### src/rtl/if_fetch_unit.sv
`default_nettype none
// +----------------------------------------------------------------------------+
// | Module      : if_fetch_unit                                                |
// | Description : Instruction-fetch stage: issues pc on the SRAM-like          |
// |               instruction bus and delivers the fetched word to decode      |
// |               through the IF/ID register.                                  |
// | Revision    : 1.0 - initial release                                        |
// +----------------------------------------------------------------------------+
module if_fetch_unit #(
    parameter int          EXC_W    = 16,
    parameter logic [31:0] NOP_INST = 32'h0000_0000
) (
    input  logic             clk,
    input  logic             rst,
    input  logic [31:0]      pc,
    input  logic             i_en,
    input  logic [EXC_W-1:0] excp_in,
    input  logic             stall,
    input  logic             flush,
    output logic             ibus_req,
    output logic [31:0]      ibus_addr,
    input  logic             ibus_addr_ok,
    input  logic             ibus_data_ok,
    input  logic [31:0]      ibus_rdata,
    output logic             if_stall_req,
    output logic [31:0]      id_pc,
    output logic [31:0]      id_inst,
    output logic [EXC_W-1:0] id_excp,
    output logic             id_valid
);

    typedef enum logic [1:0] {
        S_IDLE    = 2'd0,
        S_WAIT    = 2'd1,
        S_HOLD    = 2'd2,
        S_DISCARD = 2'd3
    } state_t;

    state_t           r_state;
    state_t           w_state_nxt;
    logic [31:0]      r_fetch_pc;
    logic [31:0]      r_hold_pc;
    logic [31:0]      r_hold_inst;

    logic             w_excp_pend;
    logic             w_accept;
    logic             w_capture;
    logic             w_load;
    logic [31:0]      w_load_pc;
    logic [31:0]      w_load_inst;
    logic [EXC_W-1:0] w_load_excp;

    assign w_excp_pend = (excp_in != '0);
    assign ibus_addr   = pc;
    assign w_accept    = ibus_req && ibus_addr_ok;

    // Next state, bus handshake and IF/ID load selection. if_stall_req only
    // depends on state, control inputs and data_ok, never on ibus_rdata.
    always_comb begin
        w_state_nxt  = r_state;
        ibus_req     = 1'b0;
        if_stall_req = 1'b0;
        w_capture    = 1'b0;
        w_load       = 1'b0;
        w_load_pc    = r_fetch_pc;
        w_load_inst  = NOP_INST;
        w_load_excp  = '0;

        case (r_state)
            S_IDLE: begin
                if (i_en && !flush) begin
                    if (w_excp_pend) begin
                        w_load      = 1'b1;
                        w_load_pc   = pc;
                        w_load_excp = excp_in;
                    end else begin
                        ibus_req     = 1'b1;
                        if_stall_req = 1'b1;
                        if (ibus_addr_ok) begin
                            w_state_nxt = S_WAIT;
                        end
                    end
                end
            end

            S_WAIT: begin
                if (ibus_data_ok) begin
                    w_state_nxt = S_IDLE;
                    if (!flush) begin
                        if (stall) begin
                            w_capture   = 1'b1;
                            w_state_nxt = S_HOLD;
                        end else begin
                            w_load      = 1'b1;
                            w_load_inst = ibus_rdata;
                        end
                    end
                end else begin
                    if_stall_req = 1'b1;
                    if (flush) begin
                        w_state_nxt = S_DISCARD;
                    end
                end
            end

            S_HOLD: begin
                if (flush) begin
                    w_state_nxt = S_IDLE;
                end else if (!stall) begin
                    w_load      = 1'b1;
                    w_load_pc   = r_hold_pc;
                    w_load_inst = r_hold_inst;
                    w_state_nxt = S_IDLE;
                end
            end

            S_DISCARD: begin
                // The flushed request is still in flight; its data must be
                // absorbed before a new request may be issued.
                if_stall_req = 1'b1;
                if (ibus_data_ok) begin
                    w_state_nxt = S_IDLE;
                end
            end

            default: begin
                w_state_nxt = S_IDLE;
            end
        endcase
    end

    always_ff @(posedge clk or posedge rst) begin
        if (rst) begin
            r_state     <= S_IDLE;
            r_fetch_pc  <= 32'h0;
            r_hold_pc   <= 32'h0;
            r_hold_inst <= NOP_INST;
        end else begin
            r_state <= w_state_nxt;
            if (w_accept) begin
                r_fetch_pc <= pc;
            end
            if (w_capture) begin
                r_hold_pc   <= r_fetch_pc;
                r_hold_inst <= ibus_rdata;
            end
        end
    end

    // IF/ID register: flush > stall > load > bubble.
    always_ff @(posedge clk or posedge rst) begin
        if (rst) begin
            id_pc    <= 32'h0;
            id_inst  <= NOP_INST;
            id_excp  <= '0;
            id_valid <= 1'b0;
        end else if (flush) begin
            id_inst  <= NOP_INST;
            id_excp  <= '0;
            id_valid <= 1'b0;
        end else if (!stall) begin
            if (w_load) begin
                id_pc    <= w_load_pc;
                id_inst  <= w_load_inst;
                id_excp  <= w_load_excp;
                id_valid <= 1'b1;
            end else begin
                id_inst  <= NOP_INST;
                id_excp  <= '0;
                id_valid <= 1'b0;
            end
        end
    end

endmodule
`default_nettype wire

### config.mk
export PLATFORM = sky130hd
export DESIGN_NAME = if_fetch_unit
export DESIGN_NICKNAME = d
export VERILOG_FILES = /design/src/rtl/if_fetch_unit.sv
export SDC_FILE = /design/constraint.sdc
export NUM_CORES = 1
export LEC_CHECK = 0
export CAP_MARGIN = 20
export CORE_UTILIZATION = 45
export DETAILED_ROUTE_END_ITERATION = 8
export PLACE_DENSITY_LB_ADDON = 0.25
export SLEW_MARGIN = 20
export SYNTH_ARGS = -nofsm -noshare
export SYNTH_HDL_FRONTEND = slang
export SYNTH_SLANG_ARGS = --single-unit
### constraint.sdc
create_clock -name clk -period 10.5 [get_ports clk]
set_clock_uncertainty 0.1 [all_clocks]
set_input_delay 1.575 -clock clk [delete_from_list [all_inputs] [get_ports clk]]
set_output_delay 1.575 -clock clk [all_outputs]
set_load 0.03 [all_outputs]
==> impl_metrics.json, run 1 <==
{
  "cts_hold_buf": 0,
  "total_leakage_power_nw": 4.41,
  "setup_violations": 0,
  "yosys-top-cells-count": "179 x dfrtp_1, 88 x mux2_2, 36 x nand2_1",
  "synth-edff-count": 0,
  "syn_area_per_cell_um2": 12.6,
  "die_w_um": 132,
  "fin_crit_sh_pct": 54.0,
  "grt_overflow_total": 0,
  "grt_pass1_vias": 5774,
  "seqPwrFrac_pct": 41.4,
  "yosys.cell_types.count": 32,
  "clock_path_buffers": 2,
  "antenna_found_initial": 0,
  "tns_ns": 0,
  "synth_seq_cells": 179,
  "dieArea_um2": 17400,
  "power_mw": 2.18,
  "dp_hpwl_um": 11200,
  "synth_top_area_share_pct": 59.1,
  "cp.arrival_ns": 3.99,
  "critPathBufInv": 2,
  "power_density_nw_per_um2": 217,
  "maxCapViolations": 0,
  "antennaDiodeCount": 0,
  "final_hold_viol_count": 0,
  "wl_per_cell_um": 18.3,
  "numCtsBuffers": 17,
  "cts_tree": "done",
  "synth_ff_type": "dfrtp_1",
  "yosys_warnings": 0,
  "async_flop_share_pct": 100,
  "crit_family": "simple AND/OR/NAND/NOR gates",
  "p_int_mw": 1.45,
  "postRouteAntennaNets": 0,
  "start_kind": "primary input",
  "clk_latency_ns": 0.42,
  "hold_class": "register to register",
  "combPwrFrac_pct": 31.0,
  "slew_violations": 0,
  "pwr-share-clk_pct": 27.5,
  "clockRootBuffer": "clkbuf_16",
  "grt_pass1_wl_um": 29600,
  "grt_max_degree": 97,
  "cts_resized": 0,
  "drc_errors": 0,
  "synthesis.area_um2": 7570,
  "end_kind": "output pin",
  "synth_area_leaders": "dfrtp_1 59%, mux2_2 13%, a222oi_1 4.2%",
  "rsz0062_at_grt": "no",
  "numPortBuffers": 201,
  "tightest_slew_ns": 1.04,
  "ios": 202,
  "grt.total_usage_pct": 21.6,
  "place.gp.congestion": 0.776,
  "drt_iter0_markers": 401,
  "crit_chain": "clkdlybuf4s50_1 > nor4_2 > nand4_1 > nor2_1 > nor3_1 > nor2_1 > clkdlybuf4s50_1",
  "yosysMostFrequentCell": "dfrtp_1",
  "post_cts_buffers": 0,
  "h-tree-depth": 4,
  "yosysSeqAreaShare_pct": 59.1,
  "drive_gt1_share_pct": 18.1,
  "start_util_pct": 45.8,
  "slowest_delay_ns": 0.74,
  "worstSetupPathType": "primary input to output pin",
  "p_sw_share_pct": 33.3,
  "syn_inst": 599,
  "core-area_um2": 16500,
  "drt-vias-per-instance": 5.62,
  "syn-num-nets": 691,
  "slowest_stage": "clkdlybuf4s50_1",
  "clock-sinks": 179,
  "synth_top_area_cell": "dfrtp_1",
  "clk_pin_slew_ns": 0.06,
  "drt_wl_total_um": 18000,
  "min_period_ns": 5.67,
  "rows": 47,
  "ir_drop_mv": 0.140,
  "r2r_setup_slack_ns": 7.44,
  "switchingPower_mw": 0.726,
  "worstPathRequired_ns": 8.83,
  "placed_area_um2": 9500,
  "nets": 843,
  "drt_first_pass_iters": 5,
  "outcome": "finished, final reports clean",
  "area_growth_pct": 32.9,
  "fmax_mhz": 176,
  "final_area_um2": 10100,
  "fp.dieH_um": 132,
  "vias": 5533,
  "slew_headroom_pct": 30.8,
  "cp_max_fo": 3
}
## cell usage in the layout (no fill, tap or decap), types with 2 or more instances in the layout
| cell | netlist | final |
|---|---|---|
| clkdlybuf4s50_1 | 0 | 201 |
| dfrtp_1 | 179 | 179 |
| mux2_2 | 88 | 88 |
| nand2_1 | 36 | 35 |
| nor2_1 | 35 | 35 |
| a22oi_1 | 33 | 33 |
| a21oi_1 | 33 | 33 |
| a222oi_1 | 32 | 32 |
| o21ai_0 | 28 | 28 |
| clkbuf_16 | 0 | 17 |
| a22o_1 | 16 | 16 |
| mux2_1 | 8 | 8 |
| buf_4 | 33 | 7 |
| o21ai_1 | 5 | 5 |
| nor4_2 | 4 | 4 |
| inv_1 | 5 | 4 |
| ha_1 | 5 | 4 |
| clkinv_2 | 0 | 4 |
| clkinvlp_4 | 0 | 4 |
| inv_6 | 0 | 3 |
| nand3b_1 | 2 | 2 |
| nor3_1 | 2 | 2 |
| clkbuf_8 | 0 | 2 |
## power groups by stage
| stage | logic, mW | registers (mW) | clock network, mW |
|---|---|---|---|
| 2_1_floorplan | 0.278 | 1.04 | 0 |
| 3_3_place_gp | 0.666 | 0.909 | 0 |
| 3_5_place_dp | 0.680 | 0.913 | 0 |
| 4_1_cts | 0.683 | 0.904 | 0.616 |
| 5_1_grt | 0.727 | 0.921 | 0.644 |
| 6_report | 0.677 | 0.904 | 0.600 |
## path summary, 6_finish.rpt
check / to / cells after the start / startpoint
max: if_stall_req / 7 / excp_in[8]
min reg2reg: id_valid / 1 / id_valid
max in group asynchronous: r_hold_inst[26] / 3 / rst
max reg2reg: id_inst[16] / 8 / r_state[0]
min in group asynchronous: id_inst[0] / 2 / rst
min: id_valid / 1 / id_valid
## sequential cells by signal, indices dropped and copies added (netlist names)
name	count
id_excp	16
id_inst	32
id_pc	32
id_valid	1
r_fetch_pc	32
r_hold_inst	32
r_hold_pc	32
r_state	2
## kinds of logic (layout without fill, tap and decap cells)
| logic type | after synthesis | after routing | share of synthesized area (%) |
|---|---|---|---|
| compound gates | 153 | 153 | 14.5 |
| fa+ha+maj | 5 | 5 | 0.826 |
| buf+inv | 81 | 246 | 6.24 |
| flops | 179 | 179 | 59.1 |
| mux | 97 | 97 | 14.4 |
| simple gates | 84 | 84 | 4.92 |
## per-layer routing
metal	up-vias	GRT usage [%]	routed length [um]
li1	2485	-	-
met1	2794	28.2	7860
met2	224	35.2	8680
met3	30	4.92	1110
met4	0	8.33	371
met5	-	0	0
## metrics by stage
step,utilization (%),std cells,hold slack (ns),setup slack [ns]
after CTS,60.9,984,0.384,4.87
after detailed placement,57.5,952,0.369,4.86
after global routing,60.9,984,0.407,4.74
final,60.9,984,0.379,4.83
after floorplan,-,599,0.378,3.97
after global placement,57.5,952,0.361,5.00
## worst reg2reg max path, stage by stage, from the launching register on
cell and delay, ns:
dfrtp_1 0.40, inv_1 0.14, ha_1 0.24, nand3b_1 0.17, a41oi_4 0.21, buf_4 0.44
o31a_2 0.24, nand2_1 0.59, o21ai_0 0.42
## area by class of cell
class	instances	area, um2
fillers	1287	6450
flip-flops and latches	179	4480
multi-input cells	339	2650
repair buffers	209	2080
clock buffers	20	457
well taps	220	275
clock inverters	12	106
inverters	5	23.8
Power figures use the tool's default switching activity.
==> run 2: changes to the inputs <==
Settings changed: CORE_UTILIZATION 45 to 44.
Clock period 10.5 ns to 4.6 ns, I/O delays scaled along.
==> run 2 against run 1 <==
  * Total power rose by 140%
  * Clock power rose to 2.6 times the previous value
  * Register-to-register slack got worse by 5.6 ns
  * Setup slack got worse by 4.0 ns
  * Non-clock buffer count did not move
  * Final area rose by 0.82%
  * Clock-buffer cell count rose by 2
  * Largest cell class unchanged
==> impl_metrics.json, run 2 (synthesis gave the netlist of run 1 again) <==
{
  "drt_first_pass_iters": 7,
  "cts_tree": "done",
  "hold_class": "register to register",
  "finalWorstSetupSlack_ns": 0.825,
  "dp_hpwl_um": 11100,
  "drt_wl_total_um": 18100,
  "core-area_um2": 16700,
  "postRouteAntennaNets": 0,
  "clk_pin_slew_ns": 0.07,
  "slew_violations": 0,
  "total_leakage_power_nw": 4.45,
  "fp.dieH_um": 133,
  "grt_pass1_wl_um": 29700,
  "final_util_pct": 60.8,
  "cts_resized": 0,
  "layout_common_cells": "201 x clkdlybuf4s50_1, 179 x dfrtp_1, 88 x mux2_2",
  "drt_iter0_markers": 431,
  "dieArea_um2": 17700,
  "drive_gt1_share_pct": 18.2,
  "h-tree-depth": 4,
  "maxCapViolations": 0,
  "numCtsBuffers": 17,
  "end_kind": "output pin",
  "tns_ns": 0,
  "antenna_found_initial": 0,
  "rsz0062_at_grt": "no",
  "antennaDiodeCount": 0,
  "fin_crit_sh_pct": 82.1,
  "drt-vias-per-instance": 5.60,
  "cp.arrival_ns": 2.99,
  "grt_max_degree": 180,
  "power_density_nw_per_um2": 507,
  "grt_overflow_total": 0,
  "setup_violations": 0,
  "outcome": "finished, final reports clean",
  "cp_max_fo": 3,
  "nets": 843,
  "final_common_cell": "clkdlybuf4s50_1",
  "fillCellCount": 1334,
  "rows": 47,
  "register_area_um2": 4480,
  "drc_errors": 0,
  "grt_pass1_vias": 5834,
  "numPortBuffers": 201,
  "cts_hold_buf": 0,
  "vias": 5511,
  "ir_drop_mv": 0.302,
  "multi_input_area_um2": 2650,
  "min_period_ns": 3.78,
  "post_cts_buffers": 0,
  "area_growth_pct": 34.0,
  "final_hold_viol_count": 0,
  "die_w_um": 133,
  "ios": 202,
  "clockRootBuffer": "clkbuf_16",
  "grt.total_usage_pct": 21.5,
  "dpl_worst_slack_ns": 0.858,
  "wl_per_cell_um": 18.4,
  "clock-sinks": 179,
  "whs_ns": 0.381,
  "fmax_mhz": 265,
  "clock_path_buffers": 2,
  "start_kind": "primary input",
  "placed_area_um2": 9510,
  "slew_headroom_pct": 31.8,
  "place.gp.congestion": 0.808,
  "start_util_pct": 45.4,
  "worstSetupPathType": "primary input to output pin",
  "final_area_um2": 10200,
  "clk_latency_ns": 0.43,
  "worstPathRequired_ns": 3.81,
  "tightest_slew_ns": 1.02
}
==> run 2: changes by cell type in the layout (fill, tap and decap cells not counted), sizes merged <==
| cell | change |
|---|---|
| clkinvlp | -3 |
| clkbuf | +2 |
| clkinv | -1 |
| bufinv | +2 |
==> run 2: path summary, 6_finish.rpt <==
check                      startpoint              to  slack (ns)  cells past startpoint
setup / recovery           excp_in[8]    if_stall_req        0.82                      7
hold / removal               id_valid        id_valid        0.38                      1
setup reg to reg           r_state[0]      id_excp[6]        1.86                      7
hold reg to reg              id_valid        id_valid        0.38                      1
max in group asynchronous         rst  r_fetch_pc[28]        2.91                      3
min in group asynchronous         rst        id_pc[4]        0.75                      3
==> run 2: routing by layer <==
metal / up-vias / global-route usage [%] / wire, um
li1: 2476 / - / -
met1: 2820 / 27.1 / 7870
met2: 191 / 36.1 / 8900
met3: 24 / 5.02 / 1030
met4: 0 / 7.83 / 303
met5: - / 0 / 0
==> run 2: worst max-delay path: stages <==
cell and delay [ns]:
clkdlybuf4s50_1 0.45, nor4_2 0.48, nand4_1 0.20, nor2_1 0.26
nor3_1 0.09, nor2_1 0.10, clkdlybuf4s50_1 0.72
==> run 2: area by class of cell <==
cell class	count	share of cell area [%]
Clock inverter	10	1.42
Clock buffer	22	4.87
Inverter	5	0.222
Multi-Input combinational cell	339	26.1
Timing Repair Buffer	209	20.5
Tap cell	220	2.71
Sequential cell	179	44.1
==> run 2: power breakdown <==
part	switching [mW]	leakage (nW)	internal (mW)
clock network	0.603	0.317	0.933
logic	0.886	1.77	0.663
registers	0.176	2.37	1.88
==> run 2: metrics by stage <==
step / total power [mW] / instances
after floorplan: 3.01 / 599
after global placement: 3.60 / 952
after detailed placement: 3.64 / 952
after CTS: 5.20 / 984
after global routing: 5.40 / 984
final: 5.15 / 984
